--- src/rtl/usb_reg_ctrl.sv ---
// Register bank, capture FIFO and capture sequencer behind the EPP-style USB address/data window.
// Define USB_REG_OVF_CNT_EN to build the dropped-sample counter readable at 0x0A.
module usb_reg_ctrl #(
  parameter int DATA_WIDTH = 8,
  parameter int ADDR_WIDTH = 8,
  parameter int FIFO_DEPTH = 16
) (
  input  logic                  clk,
  input  logic                  rst_n,
  input  logic [ADDR_WIDTH-1:0] usbIF_address,
  input  logic                  usbIF_data_write,
  input  logic [DATA_WIDTH-1:0] usbIF_data_out,
  input  logic                  usbIF_data_read,
  output logic [DATA_WIDTH-1:0] usbIF_data_in,
  input  logic [DATA_WIDTH-1:0] sample_data,
  input  logic                  sample_valid,
  output logic                  sample_ready,
  output logic [DATA_WIDTH-1:0] cfg0,
  output logic [DATA_WIDTH-1:0] cfg1,
  output logic                  capture_busy
);

  localparam int PW = $clog2(FIFO_DEPTH);
  localparam int LW = PW + 1;
  localparam int RW = DATA_WIDTH + 1;

  localparam logic [ADDR_WIDTH-1:0] A_CTRL   = ADDR_WIDTH'(8'h00);
  localparam logic [ADDR_WIDTH-1:0] A_COUNT  = ADDR_WIDTH'(8'h01);
  localparam logic [ADDR_WIDTH-1:0] A_USER0  = ADDR_WIDTH'(8'h02);
  localparam logic [ADDR_WIDTH-1:0] A_USER1  = ADDR_WIDTH'(8'h03);
  localparam logic [ADDR_WIDTH-1:0] A_STATUS = ADDR_WIDTH'(8'h08);
  localparam logic [ADDR_WIDTH-1:0] A_LEVEL  = ADDR_WIDTH'(8'h09);
  localparam logic [ADDR_WIDTH-1:0] A_FIFO   = ADDR_WIDTH'(8'h10);
`ifdef USB_REG_OVF_CNT_EN
  localparam logic [ADDR_WIDTH-1:0] A_OVFC   = ADDR_WIDTH'(8'h0A);
`endif

  localparam logic [1:0] S_IDLE    = 2'd0;
  localparam logic [1:0] S_CAPTURE = 2'd1;
  localparam logic [1:0] S_DONE    = 2'd2;

  logic [1:0]            state_q, state_d;
  logic                  run_q, run_d;
  logic                  single_q, single_d;
  logic [RW-1:0]         rem_q, rem_d;
  logic [DATA_WIDTH-1:0] count_q, user0_q, user1_q;
  logic                  ovf_q;
  logic [PW-1:0]         wr_ptr_q, rd_ptr_q;
  logic [LW-1:0]         level_q;
  logic [DATA_WIDTH-1:0] data_in_q, rd_mux;
  logic [DATA_WIDTH-1:0] mem_q [FIFO_DEPTH];
  logic [DATA_WIDTH-1:0] level_disp, status_val, ctrl_val;

  logic wr_ctrl, wr_count, wr_user0, wr_user1, wr_status;
  logic fifo_clr, empty, full, smp, pop, push, drop;

  assign wr_ctrl   = usbIF_data_write && (usbIF_address == A_CTRL);
  assign wr_count  = usbIF_data_write && (usbIF_address == A_COUNT);
  assign wr_user0  = usbIF_data_write && (usbIF_address == A_USER0);
  assign wr_user1  = usbIF_data_write && (usbIF_address == A_USER1);
  assign wr_status = usbIF_data_write && (usbIF_address == A_STATUS);
  assign fifo_clr  = wr_ctrl && usbIF_data_out[2];

  assign empty = (level_q == '0);
  assign full  = (level_q == LW'(FIFO_DEPTH));
  assign smp   = (state_q == S_CAPTURE) && sample_valid;
  assign pop   = usbIF_data_read && (usbIF_address == A_FIFO) && !empty;
  // A pop frees the head slot in the same cycle, so a full FIFO still accepts the push.
  assign push  = smp && (!full || pop);
  assign drop  = smp && full && !pop;

  // RUN decisions use the incoming write so the FSM reacts one cycle after the strobe.
  always_comb begin
    run_d    = run_q;
    single_d = single_q;
    state_d  = state_q;
    rem_d    = rem_q;
    if (wr_ctrl) begin
      run_d    = usbIF_data_out[0];
      single_d = usbIF_data_out[1];
    end
    case (state_q)
      S_IDLE: begin
        if (run_d) begin
          state_d = S_CAPTURE;
          rem_d   = (count_q == '0) ? {1'b1, {DATA_WIDTH{1'b0}}} : {1'b0, count_q};
        end
      end
      S_CAPTURE: begin
        if (single_q && smp) rem_d = rem_q - 1'b1;
        if (!run_d) state_d = S_IDLE;
        else if (single_q && smp && (rem_q == RW'(1))) state_d = S_DONE;
      end
      S_DONE: begin
        state_d = S_IDLE;
        if (!wr_ctrl) run_d = 1'b0;
      end
      default: state_d = S_IDLE;
    endcase
  end

  always_ff @(posedge clk) begin
    if (!rst_n) begin
      state_q  <= S_IDLE;
      run_q    <= 1'b0;
      single_q <= 1'b0;
      rem_q    <= '0;
      count_q  <= '0;
      user0_q  <= '0;
      user1_q  <= '0;
      ovf_q    <= 1'b0;
      wr_ptr_q <= '0;
      rd_ptr_q <= '0;
      level_q  <= '0;
      data_in_q <= '0;
    end else begin
      state_q  <= state_d;
      run_q    <= run_d;
      single_q <= single_d;
      rem_q    <= rem_d;
      if (wr_count) count_q <= usbIF_data_out;
      if (wr_user0) user0_q <= usbIF_data_out;
      if (wr_user1) user1_q <= usbIF_data_out;
      if (drop) ovf_q <= 1'b1;
      else if (wr_status && usbIF_data_out[2]) ovf_q <= 1'b0;
      if (fifo_clr) begin
        wr_ptr_q <= '0;
        rd_ptr_q <= '0;
        level_q  <= '0;
      end else begin
        if (push) wr_ptr_q <= wr_ptr_q + 1'b1;
        if (pop)  rd_ptr_q <= rd_ptr_q + 1'b1;
        if (push && !pop)      level_q <= level_q + 1'b1;
        else if (pop && !push) level_q <= level_q - 1'b1;
      end
      data_in_q <= rd_mux;
    end
  end

  always_ff @(posedge clk) begin
    if (push) mem_q[wr_ptr_q] <= sample_data;
  end

`ifdef USB_REG_OVF_CNT_EN
  logic [7:0] ovf_cnt_q;
  always_ff @(posedge clk) begin
    if (!rst_n) ovf_cnt_q <= '0;
    else if (fifo_clr || (usbIF_data_write && (usbIF_address == A_OVFC))) ovf_cnt_q <= '0;
    else if (drop && (ovf_cnt_q != 8'hFF)) ovf_cnt_q <= ovf_cnt_q + 1'b1;
  end
`endif

  generate
    if (LW > DATA_WIDTH) begin : g_level_sat
      assign level_disp = (|level_q[LW-1:DATA_WIDTH]) ? '1 : level_q[DATA_WIDTH-1:0];
    end else begin : g_level_ext
      assign level_disp = DATA_WIDTH'(level_q);
    end
  endgenerate

  always_comb begin
    status_val    = '0;
    status_val[0] = empty;
    status_val[1] = full;
    status_val[2] = ovf_q;
    status_val[3] = (state_q != S_IDLE);
    ctrl_val      = '0;
    ctrl_val[0]   = run_q;
    ctrl_val[1]   = single_q;
  end

  always_comb begin
    rd_mux = '0;
    case (usbIF_address)
      A_CTRL:   rd_mux = ctrl_val;
      A_COUNT:  rd_mux = count_q;
      A_USER0:  rd_mux = user0_q;
      A_USER1:  rd_mux = user1_q;
      A_STATUS: rd_mux = status_val;
      A_LEVEL:  rd_mux = level_disp;
      A_FIFO:   rd_mux = empty ? '0 : mem_q[rd_ptr_q];
`ifdef USB_REG_OVF_CNT_EN
      A_OVFC:   rd_mux = DATA_WIDTH'(ovf_cnt_q);
`endif
      default:  rd_mux = '0;
    endcase
  end

  assign usbIF_data_in = data_in_q;
  assign sample_ready  = (state_q == S_CAPTURE);
  assign capture_busy  = (state_q != S_IDLE);
  assign cfg0          = user0_q;
  assign cfg1          = user1_q;

endmodule

--- config.mk ---
export PLATFORM = sky130hd
export DESIGN_NAME = usb_reg_ctrl
export DESIGN_NICKNAME = d
export VERILOG_FILES = /design/src/rtl/usb_reg_ctrl.sv
export SDC_FILE = /design/constraint.sdc
export NUM_CORES = 1
export LEC_CHECK = 0
export BUFFER_PORTS_ARGS = -buffer_cell sky130_fd_sc_hd__buf_2
export CORE_MARGIN = 8
export CORE_UTILIZATION = 55
export CTS_CLUSTER_SIZE = 40
export DETAILED_ROUTE_END_ITERATION = 6
export HOLD_SLACK_MARGIN = 0.03
export PLACE_DENSITY_LB_ADDON = 0.05
export SLEW_MARGIN = 20
export SYNTH_ARGS = -nofsm -noshare
export SYNTH_HDL_FRONTEND = slang
export SYNTH_SLANG_ARGS = --single-unit
--- constraint.sdc ---
create_clock -name clk -period 6.4 [get_ports clk]
set_input_delay 0.32 -clock clk [delete_from_list [all_inputs] [get_ports clk]]
set_output_delay 0.32 -clock clk [all_outputs]
set_load 0.02 [all_outputs]
Yosys cells after proc, flatten, opt, wreduce, memory -nomap -nowiden --
Memory sizes are Yosys's and may differ from the RTL's. A register that Yosys moved wholly into a read port is not among the register bits. Index checks and enable logic that the tools add are counted.
Storage, ports and cells: memory bits (writable) 128, word-level logic and storage cells 86, output and inout bits 26, input bits 29, memories 1, memory bits (read-only) 0, register bits 59, latch bits 0
Operators by class: divide/modulo/power cells 0, shifts and indexed selects 0, bitwise logic cells 1, eq/ne operators 13, mux-type cells 21, $mul 0, $add $sub $neg 5, magnitude comparators 0, reductions and logical operators 33
Memory list:
- mem_q | depth 16, width 8, read ports 1, clocked after Yosys merged registers in 1, write ports 1, RTL line 51 | logic [DATA_WIDTH-1:0] mem_q [FIFO_DEPTH];
Operators by type and width (number):
- 8-bit case mux with 7 select lines | 1
- 9-bit two-way mux | 3
- 9-bit case mux with 2 select lines | 1
- 1-bit logical AND | 17
- 8-bit by 2-bit equality test with 1-bit output (second input constant) | 2
- 8-bit by 4-bit equality test with 1-bit output (second input constant) | 2
- 8-bit zero test | 2
- 5-bit two-way mux | 2
- 9-bit by 1-bit equality test with 1-bit output (second input constant) | 1
- 9-bit by 1-bit subtractor with 9-bit output (second input constant) | 1
- 4-bit by 1-bit adder with 4-bit output (second input constant) | 2
- 8-bit by 1-bit equality test with 1-bit output (second input constant) | 1
- 8-bit by 5-bit equality test with 1-bit output (second input constant) | 1
- 4-bit two-way mux | 2
- 8-bit two-way mux | 1
- 2-bit nonzero test | 4
- 1-bit two-way mux | 7
- 2-bit two-way mux | 3
- 5-bit by 1-bit adder with 5-bit output (second input constant) | 1
- 5-bit equality test (second input constant) | 1
- 5-bit zero test | 1
- 5-bit by 1-bit subtractor with 5-bit output (second input constant) | 1
- 1-bit zero test | 4
- 2-bit by 1-bit inequality test with 1-bit output (second input constant) | 2
- 10 further kinds | 10

Logic depth before layout (Yosys ltp) --
Gate-level depths: netlist of run 1.
word-level depth 9, depth in mapped cells 14

Worst setup path after synthesis of run 1 --
No wires, ideal clock.
path kind input to register, from in usbIF_address[2], to reg level_q[4], path slack 3.332 ns, data required time 6.279 ns, path buffers 0, stages 11, arrival time 2.947 ns, library setup time 0.121 ns, cells stage by stage nor4_1 -> nand4_1 -> a21oi_2 -> ha_1 -> inv_1 -> ha_1 -> nor2b_1 -> o21a_1 -> or3_1 -> a21oi_1 -> mux2_2
Between the ends: longest elaborated chain between the ends 8, elaborated cells on any way between the ends 15, those cells by class eq/ne: 1; mux: 1; reduce/logical: 13
RTL lines:
- start: declaration | RTL line 10 | input logic [ADDR_WIDTH-1:0] usbIF_address,
- 8-bit by 5-bit equality test with 1-bit output (*) | RTL line 67 | assign pop = usbIF_data_read && (usbIF_address == A_FIFO) && !empty;
- 1-bit logical AND (*) (2 in a row) | RTL line 67
- 1-bit logical OR (*) | RTL line 69 | assign push = smp && (!full || pop);
- 1-bit logical AND (*) | RTL line 69
- named net push | RTL line 55 | logic fifo_clr, empty, full, smp, pop, push, drop;
- 1-bit zero test | RTL line 134 | else if (pop && !push) level_q <= level_q - 1'b1;
- 1-bit logical AND | RTL line 134
- 2-bit nonzero test (no source line)
- end signal: assignment | RTL line 133 | if (push && !pop) level_q <= level_q + 1'b1;
- end signal: assignment | RTL line 134
- end: declaration | RTL line 49 | logic [LW-1:0] level_q;
Mark *: on every way through the listed nets, which the timed path passes. The rest lies on a longest branch. A chain may end at the register's enable or synchronous reset.

Final worst setup path of run 1 --
from reg state_q[0], to reg level_q[4]
Between the ends: longest elaborated chain between the ends 6, elaborated cells on any way between the ends 8, those cells by class eq/ne: 1; mux: 1; reduce/logical: 6
RTL lines:
- start: declaration | RTL line 42 | logic [1:0] state_q, state_d;
- start signal: assignment | RTL line 117 | state_q <= state_d;
- 2-bit by 1-bit equality test with 1-bit output (*) | RTL line 66 | assign smp = (state_q == S_CAPTURE) && sample_valid;
- 1-bit logical AND (*) | RTL line 66
- 1-bit logical AND (*) | RTL line 69
- named net push | RTL line 55
- 1-bit zero test | RTL line 134
- 1-bit logical AND | RTL line 134
- 2-bit nonzero test (no source line)
Marked as above.

==> results of run 1 <==
[area by class of cell]
cell class | instances | area, um2
Clock buffer | 17 | 425
Clock inverter | 15 | 170
Fill cell | 1078 | 5380
Inverter | 12 | 45.0
Multi-Input combinational cell | 350 | 2920
Sequential cell | 191 | 5110
Tap cell | 184 | 230
Timing Repair Buffer | 60 | 315
[logic make-up (layout without fill, tap and decap cells)]
family	after synthesis	in the layout	share of synthesized area, %
AND/OR/NAND/NOR	168	168	10.8
flip-flops	191	191	61.9
multiplexers	83	83	15.3
AO/OA/AOI/OAI	77	77	6.29
buffers and inverters	45	104	2.71
adder cells (fa/ha/maj)	13	13	2.06
XOR/XNOR	9	9	0.955
[worst max-delay path, cell delays in order, from the launching register on]
cell	delay, ns
dfxtp_1	0.58
nand2b_1	0.42
inv_1	0.20
nand2_1	0.10
a21oi_2	0.32
ha_1	0.29
inv_1	0.11
ha_1	0.32
nor2b_1	0.15
o21a_1	0.17
or3_1	0.30
a21oi_1	0.16
mux2_2	0.34
[synthesized netlist by cell type (all sizes together), types with 3 or more instances]
| cell | n | area share (%) |
|---|---|---|
| edfxtp | 128 | 47 |
| dfxtp | 63 | 15 |
| nor2 | 44 | 2.0 |
| mux4 | 33 | 9.0 |
| mux2i | 32 | 3.9 |
| nand2 | 29 | 1.4 |
| nor2b | 24 | 1.8 |
| a21oi | 22 | 1.4 |
| mux2 | 18 | 2.5 |
| clkbuf | 17 | 1.2 |
| nor3 | 17 | 1.2 |
| buf | 16 | 1.0 |
| nand3 | 16 | 1.1 |
| ha | 12 | 1.8 |
| inv | 12 | 0.55 |
| o22ai | 11 | 0.83 |
| a21boi | 8 | 0.73 |
| o21ai | 7 | 0.42 |
| xor2 | 6 | 0.64 |
| a22oi | 5 | 0.46 |
| nand2b | 5 | 0.38 |
| nand4 | 5 | 0.38 |
| nor4 | 5 | 0.38 |
| or3 | 5 | 0.39 |
| o21a | 4 | 0.36 |
| and2 | 3 | 0.23 |
| nand3b | 3 | 0.27 |
| o221ai | 3 | 0.32 |
| o2bb2ai | 3 | 0.32 |
| or4 | 3 | 0.36 |
| xnor2 | 3 | 0.32 |
[per-stage QoR]
stage	setup WS (ns)	cell area [um2]	util [%]
CTS	2.87	9210	63.2
finish	2.83	9210	63.2
global placement	2.94	8620	59.1
global route	2.49	9210	63.2
floorplan	3.33	8250	-
detailed placement	2.79	8620	59.1
[worst max path at each step]
stage	startpoint	to	slack [ns]	cells after the start
finish	state_q[0]	level_q[4]	2.83	12
global route	state_q[0]	level_q[4]	2.49	12
CTS	state_q[0]	level_q[4]	2.87	12
detailed placement	usbIF_address[2]	level_q[4]	2.79	12
global placement	usbIF_address[2]	level_q[4]	2.94	12
floorplan	usbIF_address[2]	level_q[4]	3.33	11
[sequential cells by signal, indices dropped and copies added, names as in the netlist, 5 cells and up, named ones only]
register,cells
cfg0,8
cfg1,8
count_q,8
level_q,5
mem_q,128
rem_q,9
usbIF_data_in,8
[power groups by stage]
stage | combinational (uW) | sequential (uW) | clock, uW
finish | 48.5 | 1310 | 1060
global route | 53.2 | 1310 | 1130
CTS | 48.6 | 1310 | 1070
detailed placement | 48.5 | 1340 | 0
global placement | 46.4 | 1340 | 0
floorplan | 23.2 | 1340 | 0
[per-layer routing]
layer	part of all wire, %	track usage (%)	vias up
met5	0	0	-
met4	1.3	5.95	0
met3	4.8	5.21	18
met2	49	31.4	123
met1	44	25.1	2480
li1	-	-	2328
==> results.cfg, run 1 <==
[route]
ant_nets = 0
wl_per_cell_um = 21.7
drc = 0
vias_per_cell = 5.97
drtIter0Drc = 415
vias = 4949
dr.pass1.iters = 5
wirelength_um = 18000

[timing]
slew_violations = 0
fmax_mhz = 280
rsz0062_at_grt = false
fin_skew_ns = 0.0102
max-slew-margin-rel_pct = 30.9
max_slew.worst_pin.slew_ns = 1.03
setup_tns_ns = 0
fin_worst_hold_slack_ns = 0.172
hold_viol = 0
finalCritPeriodShare_pct = 55.8
setup-violations-final = 0
fin_crit_ns = 3.57

[critical_path]
path_class = reg2reg
path_max_fanout = 17
r2r_start = state_q[0]
worstRegToRegCells = 12
endpoint_kind = register
r2r_setup_slack_ns = 2.83
start_kind = register
arrival_ns = 3.89
timing.rr.end = level_q[4]
crit_required_ns = 6.72

[floorplan]
coreArea_mm2 = 0.0146
die_w_um = 138
rows = 44
pin_count = 55
start_util_pct = 56.6
die_h_um = 138
die_area_mm2 = 0.0192

[power]
switching_share_pct = 22.0
seqPwrFrac_pct = 54.3
p_per_area_mw_per_mm2 = 262
power_uw = 2420
power.leakage_uw = 0.00323
intPower_uw = 1890
combPwrFrac_pct = 2.0
ir_worst_vdd_mv = 0.289
clkPwrFrac_pct = 43.7
p_sw_uw = 533

[hold_path]
min_from = usbIF_data_out[4]
holdPathStages = 3
hold_path.class = in2reg
hold_path_end = cfg1[4]

[cts]
clkSinkCount = 191
path_clk_slew_ns = 0.07
clk_latency_ns = 0.44
cts_tree = built
cts_made_buffers = 17
htreeDepth = 4
cts_resized = 0
post_cts_buffers = 0
clockRootBuffer = clkbuf_16
cts.hold.buffers_added = 0
clock_path_buffers = 2

[place]
io_buffers = 54
gp_congestion = 0.944
hpwl_um = 11900
place_inst = 797

[synth]
synthArstFlopShare_pct = 0
yosysSeqAreaShare_pct = 61.9
synth-seq-cells = 191
syn_inst = 586
synth.avg_cell_area_um2 = 14.1
syn_nets = 628
synth_flop_cell = edfxtp_1
yosys_warnings = 0
synth.distinct_cells = 60
synth_edf_count = 128
syn_area_mm2 = 0.00825

[layout]
nets = 674
drive_gt1_share_pct = 24.5
layout_commonest_cell = edfxtp_1
layout_common_cells = edfxtp_1, dfxtp_1, buf_2
layoutNonFillerInstCount = 829
syn_to_final_growth_pct = 11.7
antenna_cells = 0

[flow_run]
maxCapViolations = 0

[grt]
grt_use_total_pct = 19.4
grt_antenna_before_repair = 0
grt_max_degree = 44
grt_pass1_wl_um = 29000
grt_overflow_total = 0
first_global_vias = 5020

[status]
status = complete, no violations
(Power assumes the default switching activity.)
==> run 2: changes to the inputs <==
- clock period: 6.4 -> 3.71 ns (I/O delays scaled with it)
==> run 2 against run 1 <==
Combinational power up 78%. First-iteration DRC count down 4.6%. Design area up 0.54%. Worst setup slack worse by 2.4 ns. Via count up 1.5%. Die area unchanged. Clock power up 60%. Register-to-register slack worse by 2.4 ns. Sequential share of layout area down 0.30 points. Total power up 68%.
==> results.cfg, run 2 (synthesis results as in run 1) <==
[hold_path]
holdPathStages = 3
hold_path_end = cfg1[4]
min_from = usbIF_data_out[4]
hold_path.class = in2reg

[layout]
drive_gt1_share_pct = 25.0
layout_commonest_cell = edfxtp_1
nets = 687
syn_to_final_growth_pct = 12.3
reg.largest.list = mem_q: 128 flops, rem_q: 9 flops
antenna_cells = 0
largest_register = mem_q
n_fill_cell = 1076
largest_register_ffs = 128
seq_area_mm2 = 0.00511
layout_common_cells = edfxtp_1, dfxtp_1, buf_2
multi_input_area_mm2 = 0.00292

[critical_path]
path_class = reg2reg
cp_slowest_cell = nor4_1
path_max_fanout = 5
cpPeakStageDelay_ns = 0.64
path_delay_family = simple AND/OR/NAND/NOR gates
path_cells = nor4_1, and2_1, nor2_1, inv_1, ha_1, inv_1, ha_1, nor2b_1, o21a_1, or3_1, a21oi_1, mux2_2
timing.rr.end = level_q[4]
r2r_start = level_q[0]
endpoint_kind = register
path_buf_inv = 2
arrival_ns = 3.64
r2r_setup_slack_ns = 0.39
cp-startpoint = level_q[0]
worstRegToRegCells = 12
crit_required_ns = 4.03
start_kind = register

[route]
vias_per_cell = 5.97
wirelength_um = 17900
wl_per_cell_um = 21.3
dr.pass1.iters = 4
ant_nets = 0
vias = 5023
drtIter0Drc = 396
drc = 0

[timing]
max-slew-margin-rel_pct = 27.0
fmax_mhz = 302
slew_violations = 0
setup_tns_ns = 0
hold_viol = 0
rsz0062_at_grt = false
fin_crit_ns = 3.32
setup-violations-final = 0
fin_skew_ns = 0.00556
max_slew.worst_pin.slew_ns = 1.09
finalCritPeriodShare_pct = 89.4

[place]
hpwl_um = 12200
gp_congestion = 0.907
io_buffers = 54

[cts]
clkSinkCount = 191
clk_latency_ns = 0.43
cts_resized = 0
cts_tree = built
post_cts_buffers = 0
cts.hold.buffers_added = 1
cts_made_buffers = 17
clockRootBuffer = clkbuf_16
path_clk_slew_ns = 0.07
htreeDepth = 4
clock_path_buffers = 2

[power]
intPower_uw = 3220
switching_share_pct = 20.6
combPwrFrac_pct = 2.1
seqPwrFrac_pct = 55.9
power_uw = 4050
clkPwrFrac_pct = 42.0
ir_worst_vdd_mv = 0.363
p_sw_uw = 833
p_per_area_mw_per_mm2 = 437
power.leakage_uw = 0.00326

[floorplan]
coreArea_mm2 = 0.0146
start_util_pct = 56.6
die_w_um = 138
die_h_um = 138
die_area_mm2 = 0.0192
rows = 44
pin_count = 55

[grt]
grt_pass1_wl_um = 28300
grt_antenna_before_repair = 0
first_global_vias = 5104
grt_max_degree = 44
grt_use_total_pct = 18.8
grt_overflow_total = 0

[status]
status = complete, no violations

[flow_run]
maxCapViolations = 0
run 2: cell count changes in the layout (fill, tap and decap cells not counted):
| cell | before | now |
|---|---|---|
| buf_4 | 6 | 18 |
| clkinv_1 | 0 | 3 |
| inv_8 | 5 | 2 |
| clkbuf_1 | 0 | 2 |
| clkinv_2 | 2 | 0 |
| clkinv_4 | 0 | 2 |
| clkinv_8 | 2 | 0 |
| inv_6 | 3 | 1 |
| clkinvlp_4 | 2 | 3 |
| dlygate4sd3_1 | 0 | 1 |
run 2: worst max-delay path by stage:
| stage | end | slack (ns) | cells past startpoint |
|---|---|---|---|
| 3_5_place_dp | level_q[4] | 0.33 | 13 |
| 4_1_cts | level_q[4] | 0.40 | 12 |
| 3_3_place_gp | level_q[4] | 0.49 | 13 |
| 6_report | level_q[4] | 0.39 | 12 |
| 2_1_floorplan | level_q[4] | 0.68 | 14 |
| 5_1_grt | level_q[4] | 0.15 | 12 |
run 2: metrics by stage:
stage	worst slack, ns	utilization [%]	instance area [um2]	instances	hold slack (ns)
5_1_grt	0.153	63.5	9260	841	0.0428
3_5_place_dp	0.334	59.7	8710	809	0.480
4_1_cts	0.400	63.5	9260	841	0.0361
3_3_place_gp	0.490	59.7	8710	809	0.458
2_1_floorplan	0.677	-	8250	586	0.284
6_report	0.395	63.5	9260	841	0.0458
run 2: cell type report:
cell class / instances / area share [%]
Clock buffer: 19 / 4.67
Clock inverter: 12 / 1.22
Inverter: 12 / 0.486
Multi-Input combinational cell: 350 / 31.5
Sequential cell: 191 / 55.1
Tap cell: 184 / 2.49
Timing Repair Buffer: 73 / 4.48
run 2: power groups by stage:
stage / combinational (uW) / sequential, uW / clock, uW
final: 86.3 / 2270 / 1700
after global routing: 93.8 / 2260 / 1800
after CTS: 86.0 / 2270 / 1720
after detailed placement: 85.5 / 2310 / 0
after global placement: 82.0 / 2310 / 0
after floorplan: 40.0 / 2310 / 0
run 2: worst min-delay path, cell delays in order:
cell and delay [ns]:
buf_2 0.10, mux2i_1 0.06, nor2b_1 0.09
run 2: per-layer routing:
layer	vias up	track usage [%]	wire length [um]
met4	0	7.38	349
met3	21	4.04	895
met2	135	31.5	8810
li1	2349	-	-
met5	-	0	0
met1	2518	23.4	7890
